[src/rtl/bin_to_bcd.sv]
// Sequential 16-bit binary to 4-digit packed BCD converter (double dabble, one bit per clock).
// Optional build macro BCD_SATURATE_EN: results above 9999 read 16'h9999 instead of value mod 10000.
module bin_to_bcd (
    input  logic        clk,
    input  logic        reset,
    input  logic        start,
    input  logic [15:0] bin,
    output logic [15:0] BCD,
    output logic        busy,
    output logic        done,
    output logic        ovf
);

    typedef enum logic {
        IDLE  = 1'b0,
        SHIFT = 1'b1
    } state_t;

    state_t      state_q, state_d;
    logic [15:0] shift_q, shift_d;
    logic [19:0] scratch_q, scratch_d;
    logic [3:0]  cnt_q, cnt_d;
    logic [15:0] bcd_q, bcd_d;
    logic        ovf_q, ovf_d;
    logic        done_q, done_d;

    logic [19:0] scratch_adj;
    logic [19:0] scratch_shifted;
    logic [15:0] result_bcd;
    logic        result_ovf;

    // Digits only ever hold 0..9 here, so +3 on a digit of 5..9 stays within 4 bits.
    generate
        for (genvar gi = 0; gi < 5; gi++) begin : g_digit_adj
            assign scratch_adj[gi*4 +: 4] = (scratch_q[gi*4 +: 4] >= 4'd5)
                                          ? scratch_q[gi*4 +: 4] + 4'd3
                                          : scratch_q[gi*4 +: 4];
        end
    endgenerate

    assign scratch_shifted = {scratch_adj[18:0], shift_q[15]};
    assign result_ovf      = (scratch_shifted[19:16] != 4'd0);

`ifdef BCD_SATURATE_EN
    assign result_bcd = result_ovf ? 16'h9999 : scratch_shifted[15:0];
`else
    assign result_bcd = scratch_shifted[15:0];
`endif

    always_comb begin
        state_d   = state_q;
        shift_d   = shift_q;
        scratch_d = scratch_q;
        cnt_d     = cnt_q;
        bcd_d     = bcd_q;
        ovf_d     = ovf_q;
        done_d    = 1'b0;
        case (state_q)
            IDLE: begin
                if (start) begin
                    shift_d   = bin;
                    scratch_d = 20'd0;
                    cnt_d     = 4'd0;
                    state_d   = SHIFT;
                end
            end
            SHIFT: begin
                shift_d   = {shift_q[14:0], 1'b0};
                scratch_d = scratch_shifted;
                cnt_d     = cnt_q + 4'd1;
                // cnt_q == 15 marks the sixteenth iteration: publish the result.
                if (cnt_q == 4'd15) begin
                    bcd_d   = result_bcd;
                    ovf_d   = result_ovf;
                    done_d  = 1'b1;
                    state_d = IDLE;
                end
            end
            default: state_d = IDLE;
        endcase
    end

    always_ff @(posedge clk or posedge reset) begin
        if (reset) begin
            state_q   <= IDLE;
            shift_q   <= 16'd0;
            scratch_q <= 20'd0;
            cnt_q     <= 4'd0;
            bcd_q     <= 16'h0000;
            ovf_q     <= 1'b0;
            done_q    <= 1'b0;
        end else begin
            state_q   <= state_d;
            shift_q   <= shift_d;
            scratch_q <= scratch_d;
            cnt_q     <= cnt_d;
            bcd_q     <= bcd_d;
            ovf_q     <= ovf_d;
            done_q    <= done_d;
        end
    end

    assign BCD  = bcd_q;
    assign ovf  = ovf_q;
    assign done = done_q;
    assign busy = (state_q == SHIFT);

endmodule

[config.mk]
export PLATFORM = sky130hd
export DESIGN_NAME = bin_to_bcd
export DESIGN_NICKNAME = d
export VERILOG_FILES = /design/src/rtl/bin_to_bcd.sv
export SDC_FILE = /design/constraint.sdc
export NUM_CORES = 1
export LEC_CHECK = 0
export CORE_MARGIN = 1.5
export CORE_UTILIZATION = 50
export DETAILED_ROUTE_END_ITERATION = 8
export PLACE_DENSITY = 0.82
export SETUP_SLACK_MARGIN = 0.1
export SLEW_MARGIN = 20
export SYNTH_ARGS = -nofsm -noshare
export SYNTH_HDL_FRONTEND = slang
export SYNTH_SLANG_ARGS = --single-unit
[constraint.sdc]
create_clock -name clk -period 5.4 [get_ports clk]
set_clock_uncertainty 0.1 [all_clocks]
set_input_delay 1.08 -clock clk [delete_from_list [all_inputs] [get_ports clk]]
set_output_delay 1.08 -clock clk [all_outputs]
set_load 0.01 [all_outputs]
# Yosys cells after proc, flatten, opt, wreduce, memory -nomap -nowiden
# Cells that the tools add are included.
op_classes:
  n_eq_ne: 2
  n_mux: 16
  order_cmp: 5
  reduce_logical: 2
  addsub: 6
  n_bitwise: 1
op_table:
  columns: ["operator", "n"]
  rows:
  - ["one-hot mux 20 bit (2 select lines)", 1]
  - ["one-hot mux 16 bit (2 select lines)", 1]
  - ["greater-or-equal comparator 4 x 3 -> 1 bit, second input constant", 5]
  - ["two-way mux 20 bit", 1]
  - ["two-way mux 4 bit", 5]
  - ["adder 4 x 2 -> 4 bit, second input constant", 4]
  - ["two-way mux 16 bit", 1]
  - ["one-hot mux 4 bit (2 select lines)", 1]
  - ["adder 4 x 1 -> 4 bit, second input constant", 1]
  - ["== test 4 bit, second input constant", 1]
  - ["two-way mux 1 bit", 4]
  - ["nonzero test 4 bit", 1]
  - ["adder 3 x 2 -> 3 bit, second input constant", 1]
  - ["two-way mux 3 bit", 1]
  - ["inequality test 2 bit, second input constant", 1]
  - ["one-hot mux 1 bit (2 select lines)", 1]
  - ["AND reduction 2 bit", 1]
  - ["NOT 1 bit", 1]
word_totals:
  wordCells: 39
  out_inout_bits: 19
  register_bits: 59
  in_bits: 19

# Logic depth before layout (Yosys ltp)
# Gate-level depths: netlist of run 1.
depth:
  depth_word: 3
  ltp_mapped: 6
  ltp_nobuf: 6

# Least setup slack after synthesis of run 1
# No wires, ideal clock.
synth_timing:
  kind: "input-to-reg"
  startpoint: "input start"
  endpoint: "register scratch_q[10]"
  required_time_ps: 5174
  path_buffers: 3
  cell_stages: 4
  path_slack_ps: 3442
  arrival_ps: 1732
  cell_sequence: "buf_2 buf_2 buf_2 o22ai_1"
synth_between:
  elab_chain_len: 1
synth_rtl:
  columns: ["item", "line", "text"]
  rows:
  - ["from (decl)", "6", "input logic start,"]
  - ["inequality test 2 bit (no source line)", null, null]
  - ["to (signal assigned)", "95", "scratch_q <= scratch_d;"]
  - ["to (decl)", "21", "logic [19:0] scratch_q, scratch_d;"]
# Every way passes these cells.
# A chain may end at the register's enable or synchronous reset.

# Worst setup path after layout of run 1
layout_timing:
  startpoint: "register state_q (netlist: busy)"
  endpoint: "output busy"
layout_rtl:
  columns: ["item", "line", "text"]
  rows:
  - ["from (decl)", "19", "state_t state_q, state_d;"]
  - ["from (signal assigned)", "93", "state_q <= state_d;"]
  - ["to (decl)", "9", "output logic busy,"]
# No word-level cell between the ends.

==> metrics.txt, run 1 <==
worst slack at placement=2709 ps; Port-buffer cells=37; total CTS buffers=9; total grt overflow=0; clk slew on worst S/H paths=60 ps; Worst Path Required=4220 ps; Clock Tree Root=clkbuf_8; Final min period=2845 ps; power per cell area=598.9 mW/mm^2; Final ANT Viol Nets=0; part of the cycle the worst path needs=0.5268; syn nets=318; die width=77.89 um; flops & latches, synth=59; DR vias=2,178; final count of negative-setup-slack endpoints=0; R2R cell count=5; setup repair bufs after CTS=0; area of the core=0.005473 mm^2; GPL Wtd Cong=0.7898; layout filler cell count=438; CP max FO=46; RSZ-0062 raised after global routing=no; mean post-synth cell area=9.736 um^2; clk_lat worst skew=340 ps; status=complete, no violations; sequential share of the synthesized area=0.5266; H-tree level count=3; worst rel slew slack=0.4101; area grow syn2layout=22.09%; Fin Hold WS=374.8 ps; Hold Path Class=flip-flop to flip-flop; Ant. Diodes=0; post-synth design cell area=0.002804 mm^2; Hold EP=BCD[6]; vias in the first global route=2,195; HP Start=BCD[6]; crit path launch type=flip-flop; max-cap violation count=0; initial antenna violation count=0; Ys Warns=0; FF-to-FF Start=busy; CP Capture Type=output pin; Synth Flop Type=dfrtp_1; Clock Sinks=59; worst reg2reg endpoint=cnt_q[3]; Layout Cells excl Fill=400; maximum VDD drop=0.3077 mV; WP data arrival=1660 ps; vias per std cell=5.445; post-DP HPWL=3.516 mm; area of the multi-input gates=0.001204 mm^2; Die Ht=77.89 um; DRT iter0 DRCs=171; Mapped Cells=288; layout cells sized above 1=0.07622; R2R Setup Slk=3030 ps; DRC=0; Post-synth EDFFs=0; worst setup margin=2555 ps; die area=0.006066 mm^2; Hold Fails Final Rpt=0; max-slew violations=0; Hold Path Depth=2; Detailed Route WL=5.403 mm; CTS tree=yes; CTS Buffer Depth=2; pin count of the biggest net entering global routing=60; cts repair resizes=0; Max Freq=0.3515 GHz; Worst Tran Pin Value=879.5 ps; Final Util=0.6255; most frequent cells in the layout=dfrtp_1, nand2_1, o21ai_0, clkdlybuf4s50_1; wire per inst=13.51 um; Distinct cells, synth=27; Ports=38; first-pass GRT wire length=9.453 mm; Initial Utilization=0.5123; Final nets=355; Reg area=0.001476 mm^2; row count=27; first-pass iteration count of the detailed router=4; Setup Total Neg Slack=0 ps; commonest non-fill, non-tap cell in the layout=dfrtp_1; # hold bufs at CTS=0; kind of critical path=flip-flop to output pin; Placed Cells=386; Pleak=1.524 nW; total track usage=0.2007; FFs w/ async S/R, synth=1.000
registers in the layout (all words and copies together) (netlist names):
| signal | count |
|---|---|
| ovf | 1 |
| shift_q | 16 |
| BCD | 16 |
| cnt_q | 4 |
| busy | 1 |
| done | 1 |
| scratch_q | 20 |
synth_stat cells (all sizes together), types with 2 or more instances:
cell type   n  area [um^2]
xnor2       4        35.03
a31oi       2        12.51
o21ai      44        220.2
nand4       2        12.51
buf        11        56.30
ha         11        137.6
dfrtp      59         1476
inv        13        48.80
clkbuf      4        15.01
nor3        2        10.01
o31ai       2        15.01
nand2      57        214.0
o22ai      14        87.58
nor2        5        18.77
nand3       3        15.01
nor3b       8        60.06
nand2b      6        37.54
mux2i      16        160.2
mux2        5        56.30
a21oi      16        80.08
critical path, stage by stage (launching register included):
cell and delay, ps:
dfrtp_1 340, buf_4 370, clkdlybuf4s50_1 610
area by class of cell:
| class | count | share of cell area |
|---|---|---|
| sequential | 59 | 0.4313 |
| multi-input combinational | 200 | 0.3516 |
| timing repair buffer | 41 | 0.1170 |
| clock buffer | 12 | 0.04825 |
| tap | 72 | 0.02632 |
| inverter | 14 | 0.01535 |
| clock inverter | 2 | 0.01023 |
logic make-up after synthesis:
logic type / Yosys count / synth area share
AND/OR/NAND/NOR: 83 / 0.1312
AO/OA/AOI/OAI: 81 / 0.1593
flip-flops: 59 / 0.5266
buffers and inverters: 29 / 0.04417
multiplexers: 21 / 0.07719
adder cells (fa/ha/maj): 11 / 0.04908
XOR/XNOR: 4 / 0.01249
routing by layer:
metal | track usage | share of wire
met4 | 0.1145 | 0.027
met5 | 0 | 0
met2 | 0.3339 | 0.49
met1 | 0.2314 | 0.44
met3 | 0.05529 | 0.040
power breakdown:
part           switching [mW]  total, mW  leakage (nW)  internal (mW)
sequential              0.152      0.789         0.747          0.637
combinational           0.439      0.852         0.673          0.413
clock                   0.165      0.410         0.104          0.245
how the worst max path moves through the flow:
stage / cells after the start / endpoint / start
detailed placement: 5 / cnt_q[3] / start
CTS: 2 / busy / busy
finish: 2 / busy / busy
global placement: 5 / cnt_q[3] / start
global route: 2 / busy / busy
floorplan: 1 / BCD[0] / reset
metrics by stage:
| stage | power, mW | instance area [um^2] |
|---|---|---|
| 5_1_grt | 2.216 | 3423 |
| 3_3_place_gp | 1.593 | 3223 |
| 3_5_place_dp | 1.646 | 3223 |
| 2_1_floorplan | 1.364 | 2804 |
| 4_1_cts | 2.064 | 3423 |
| 6_report | 2.050 | 3423 |
No activity file was read; power rests on OpenSTA's default activity.
==> inputs of run 2 (changes only) <==
--- a/config.mk
+++ b/config.mk
@@ -6,9 +6,9 @@
 export NUM_CORES = 1
 export LEC_CHECK = 0
 export CORE_MARGIN = 1.5
-export CORE_UTILIZATION = 50
+export CORE_UTILIZATION = 49
 export DETAILED_ROUTE_END_ITERATION = 8
-export PLACE_DENSITY = 0.82
+export PLACE_DENSITY = 0.83
 export SETUP_SLACK_MARGIN = 0.1
 export SLEW_MARGIN = 20
 export SYNTH_ARGS = -nofsm -noshare
==> constraint.sdc (replaced) <==
create_clock -name clk -period 2.35 [get_ports clk]
set_clock_uncertainty 0.1 [all_clocks]
set_input_delay 0.47 -clock clk [delete_from_list [all_inputs] [get_ports clk]]
set_output_delay 0.47 -clock clk [all_outputs]
set_load 0.01 [all_outputs]
==> run 2 against run 1 <==
Effect of this change:
- combinational power rose by 130%
- clock power is 120% higher
- power rose by 130%
- critical path type unchanged
- largest power group unchanged
==> metrics.txt, run 2 (synthesis gave the netlist of run 1 again) <==
worst rel slew slack=0.6444 (+0.2343); Clock Sinks=59 (unchanged); Worst Path Required=1780 ps (-2440 ps); pin count of the biggest net entering global routing=60 (unchanged); final count of negative-setup-slack endpoints=0 (unchanged); DRC=0 (unchanged); Final ANT Viol Nets=0 (unchanged); Worst Tran Pin Value=532.3 ps (-347.2 ps); crit path launch type=flip-flop; first-pass iteration count of the detailed router=5 (+1); Port-buffer cells=37 (unchanged); Die Ht=78.65 um (+0.98%); total CTS buffers=9 (unchanged); area grow syn2layout=23.29%; FF-to-FF Start=scratch_q[0]; maximum VDD drop=0.6884 mV (+120%); Reg with most FFs=scratch_q; Placed Cells=389 (+0.78%); CTS tree=yes; Hold EP=shift_q[3]; cell count along the critical path=1 (-1); die width=78.65 um (+0.98%); CP top delay family=buffers and inverters; Detailed Route WL=5.529 mm (+2.3%); post-DP HPWL=3.685 mm (+4.8%); HP Start=shift_q[2]; Final nets=358 (+0.85%); Hold Path Depth=2 (unchanged); worst-path cell chain=clkdlybuf4s50_1; Layout Cells excl Fill=405 (+1.3%); power per cell area=1360 mW/mm^2 (+130%); Hold Path Class=flip-flop to flip-flop; max-cap violation count=0 (unchanged); R2R cell count=6 (+1); CP max FO=9 (-80%); kind of critical path=flip-flop to output pin; Max stage delay on crit path=630 ps (+20 ps); GPL Wtd Cong=0.7627 (-3.4%); CTS Buffer Depth=2 (unchanged); status=complete, no violations; max-slew violations=0 (unchanged); Final min period=2060 ps; CP Capture Type=output pin; die area=0.006185 mm^2 (+2.0%); RSZ-0062 raised after global routing=no; wire per inst=13.65 um (+1.1%); Max Freq=0.4855 GHz; commonest non-fill, non-tap cell in the layout=dfrtp_1; H-tree level count=3 (unchanged); DR vias=2,162 (-0.73%); Initial Utilization=0.5092 (-0.003143); part of the cycle the worst path needs=0.8764; clk slew on worst S/H paths=60 ps (about the same); area of the core=0.005507 mm^2 (+0.62%); row count=27 (unchanged); Ports=38 (unchanged); Clock Tree Root=clkbuf_8; DRT iter0 DRCs=128 (-25%); initial antenna violation count=0 (unchanged); Setup Total Neg Slack=0 ps (unchanged); vias in the first global route=2,131 (-2.9%); first-pass GRT wire length=9.577 mm (+1.3%); max reg flops=20 (unchanged); layout cells sized above 1=0.08709 (+0.01087); vias per std cell=5.338 (-2.0%); CP Buf/Inv Count=1 (-1); most frequent cells in the layout=dfrtp_1, nand2_1, o21ai_0, clkdlybuf4s50_1; R2R Setup Slk=480 ps (-2550 ps); total grt overflow=0 (unchanged); clk_lat worst skew=340 ps (about the same); worst reg2reg endpoint=scratch_q[2]; Pleak=1.528 nW (+0.28%); slowest cell on the critical path=clkdlybuf4s50_1; Hold Fails Final Rpt=0 (unchanged); WP data arrival=1490 ps (-170 ps); total track usage=0.2026 (+0.001894); Ant. Diodes=0 (unchanged)
[run 2: how the worst max path moves through the flow]
| stage | startpoint | endpoint |
|---|---|---|
| final | busy | busy |
| after global routing | busy | busy |
| after CTS | busy | scratch_q[3] |
| after detailed placement | busy | cnt_q[3] |
| after global placement | busy | scratch_q[3] |
| after floorplan | reset | BCD[0] |
[run 2: routing by layer]
metal  vias up  track usage  wire length [um]
li1       1073            -                 -
met2        31       0.3336              2725
met4         0       0.1286               172
met1      1045       0.2431              2490
met5         -            0                 0
met3        13      0.03837               140
[run 2: power by group]
group | switching, mW | leakage (nW) | internal, mW
Combinational | 1.02 | 0.689 | 0.958
Sequential | 0.347 | 0.747 | 1.46
Clock | 0.394 | 0.0926 | 0.517
[run 2: final cells by class]
class                   instances  area [um^2]
clock inverters                 4        50.05
fillers                       440         2049
well taps                      72        90.09
repair buffers                 44        435.4
inverters                      14        56.30
clock buffers                  12        145.1
flip-flops and latches         59         1476
multi-input cells             200         1204
[run 2: what timing repair did]
action	4_1_cts	5_1_grt
setup endpoints to repair	0	2
hold buffers	0	0
hold endpoints to repair	0	0
gates resized for setup	0	1
setup buffers	0	0
[run 2: metrics by stage]
step | utilization | power, mW | instance area, um^2 | worst slack (ps) | hold slack (ps)
floorplan | - | 3.135 | 2804 | 323.7 | 349.2
global placement | 0.5917 | 3.692 | 3258 | 496.3 | 358.0
detailed placement | 0.5917 | 3.803 | 3258 | 331.1 | 366.0
CTS | 0.6271 | 4.735 | 3453 | 232.4 | 381.4
global route | 0.6278 | 5.108 | 3457 | 200.6 | 413.7
finish | 0.6278 | 4.702 | 3457 | 290.5 | 379.7
[run 2: worst reg2reg max path, delay by kind of cell (launching register included)]
kind / cells / cell delay [ps]
muxes: 1 / 390
adders and majority gates: 1 / 250
DFF: 1 / 400
and+or+nand+nor: 1 / 110
buffers and inverters: 1 / 120
AOI/OAI and AO/OA: 2 / 400
==> inputs of run 3 (changes only) <==
--- a/config.mk
+++ b/config.mk
@@ -8,6 +8,7 @@
 export CORE_MARGIN = 1.5
 export CORE_UTILIZATION = 49
 export DETAILED_ROUTE_END_ITERATION = 8
+export GPL_TIMING_DRIVEN = 0
 export PLACE_DENSITY = 0.83
 export SETUP_SLACK_MARGIN = 0.1
 export SLEW_MARGIN = 20
==> run 3 against run 2 <==
Effect of this change:
- hold slack improved by 1.0 ps
- cell area decreased by 0.25%
- die area unchanged
- routed wire length increased by 6.4%
- via count increased by 3.9%
- combinational power increased by 2%
- clock power decreased by 2.2%
- sequential power about the same
- largest power group unchanged
==> metrics.txt, run 3 (synthesis gave the netlist of run 1 again) <==
status=complete, no violations; post-DP HPWL=3.965 mm (+7.6%); met3 Use GR=0.05465 (+0.01628); layout cells sized above 1=0.09118 (+0.004089); Final ANT Viol Nets=0 (unchanged); initial antenna violation count=0 (unchanged); CP top delay family=buffers and inverters; Worst Tran Pin Value=718.9 ps (+186.6 ps); worst slack at placement=542.0 ps (+210.9 ps); worst rel slew slack=0.5207 (-0.1237); DR vias=2,246 (+3.9%); Worst Path Required=1780 ps (about the same); Max Freq=0.5448 GHz (+12%); Pleak=1.544 nW (+1.0%); Final min period=1836 ps (-224.0 ps); crit path launch type=flip-flop; post-placement cell area=0.003257 mm^2 (about the same); H-tree level count=3 (unchanged); GPL Wtd Cong=0.8401 (+10%); Clock Sinks=59 (unchanged); CTS tree=yes; wire per inst=14.27 um (+4.6%); Initial Utilization=0.5092 (unchanged); part of the cycle the worst path needs=0.7811 (-0.09533); kind of critical path=flip-flop to output pin; worst setup margin=514.5 ps (+224.0 ps); Ports=38 (unchanged); first-pass iteration count of the detailed router=4 (-1); setup repair bufs after CTS=0 (unchanged); Final Cell Area=0.003448 mm^2 (-0.25%); R2R cell count=6 (unchanged); Layout Cells excl Fill=412 (+1.7%); Hold Path Class=flip-flop to flip-flop; Die Ht=78.65 um (unchanged); RSZ-0062 raised after global routing=no; # hold bufs at CTS=0 (unchanged); total power=4.711 mW (+0.18%); Clock Tree Root=clkbuf_8; CP max FO=2 (-7); area grow syn2layout=22.98%; met2 Use GR=0.3466 (+0.01293); Ant. Diodes=0 (unchanged); Most Crowded Layer GR=met2; Max stage delay on crit path=560 ps (-70 ps); vias per std cell=5.451 (+2.1%); max reg flops=20 (unchanged); cts repair resizes=0 (unchanged); grt met1 use=0.2548 (+0.01165); vias in the first global route=2,259 (+6.0%); clk_lat worst skew=340 ps (about the same); clk slew on worst S/H paths=60 ps (about the same); commonest non-fill, non-tap cell in the layout=dfrtp_1; die width=78.65 um (unchanged); Reg with most FFs=scratch_q; Detailed Route WL=5.881 mm (+6.4%); total grt overflow=0 (unchanged); CP Buf/Inv Count=1 (unchanged); Final nets=365 (+2.0%); slowest cell on the critical path=clkdlybuf4s50_1; total track usage=0.2092 (+0.006596); area of the core=0.005507 mm^2 (unchanged); max-cap violation count=0 (unchanged); row count=27 (unchanged); final count of negative-setup-slack endpoints=0 (unchanged); die area=0.006185 mm^2 (unchanged); worst-path cell chain=clkdlybuf4s50_1; cell count along the critical path=1 (unchanged); CP Capture Type=output pin; Port-buffer cells=36 (-2.7%); pin count of the biggest net entering global routing=60 (unchanged); Hold Fails Final Rpt=0 (unchanged); DRT iter0 DRCs=159 (+24%); most frequent cells in the layout=dfrtp_1, nand2_1, o21ai_0, clkdlybuf4s50_1; DRC=0 (unchanged); WP data arrival=1270 ps (-220 ps); power per cell area=1366 mW/mm^2 (+0.43%); first-pass GRT wire length=10.01 mm (+4.5%); Placed Cells=396 (+1.8%); max-slew violations=0 (unchanged); total CTS buffers=9 (unchanged); Hold Path Depth=2 (unchanged); maximum VDD drop=0.8247 mV (+20%); CTS Buffer Depth=2 (unchanged)
-- run 3: cell types whose count changed in the layout (fill, tap and decap cells not counted), sizes merged --
| cell | change |
|---|---|
| clkdlybuf4s50 | -1 |
| clkinv | +1 |
| clkbuf | +7 |
| buf | +4 |
| clkinvlp | -3 |
| bufinv | -1 |
-- run 3: worst paths after layout --
check / startpoint / endpoint / slack, ps
max: BCD[10] / BCD[10] / 510
min: BCD[2] / BCD[2] / 380
max reg2reg: scratch_q[4] / scratch_q[6] / 520
min reg2reg: BCD[2] / BCD[2] / 380
max in group asynchronous: reset / scratch_q[13] / 1170
min in group asynchronous: reset / BCD[14] / 490
-- run 3: layout make-up --
cell class                      instances  area (um^2)
Fill cell                             437         2058
Multi-Input combinational cell        200         1204
Clock buffer                           15        186.4
Clock inverter                          1        5.005
Tap cell                               72        90.09
Timing Repair Buffer                   36        360.3
Buffer                                 15        71.32
Inverter                               14        55.05
Sequential cell                        59         1476
-- run 3: stage by stage --
step	setup TNS [ps]	utilization	hold slack (ps)
3_5_place_dp	0	0.5915	372.5
2_1_floorplan	0	-	349.2
5_1_grt	0	0.6262	397.2
3_3_place_gp	-42230	0.5910	356.8
6_report	0	0.6262	380.7
4_1_cts	0	0.6262	385.0
-- run 3: metal layers --
layer	part of all wire	up-vias	routed length, um
met1	0.44	1095	2612
met3	0.049	9	286
met4	0.018	0	108
met2	0.49	52	2873
met5	0	-	0
li1	-	1090	-
-- run 3: power by group --
group,switching (mW),internal [mW]
clock,0.393,0.498
sequential,0.336,1.46
combinational,1.06,0.964
total,1.79,2.92
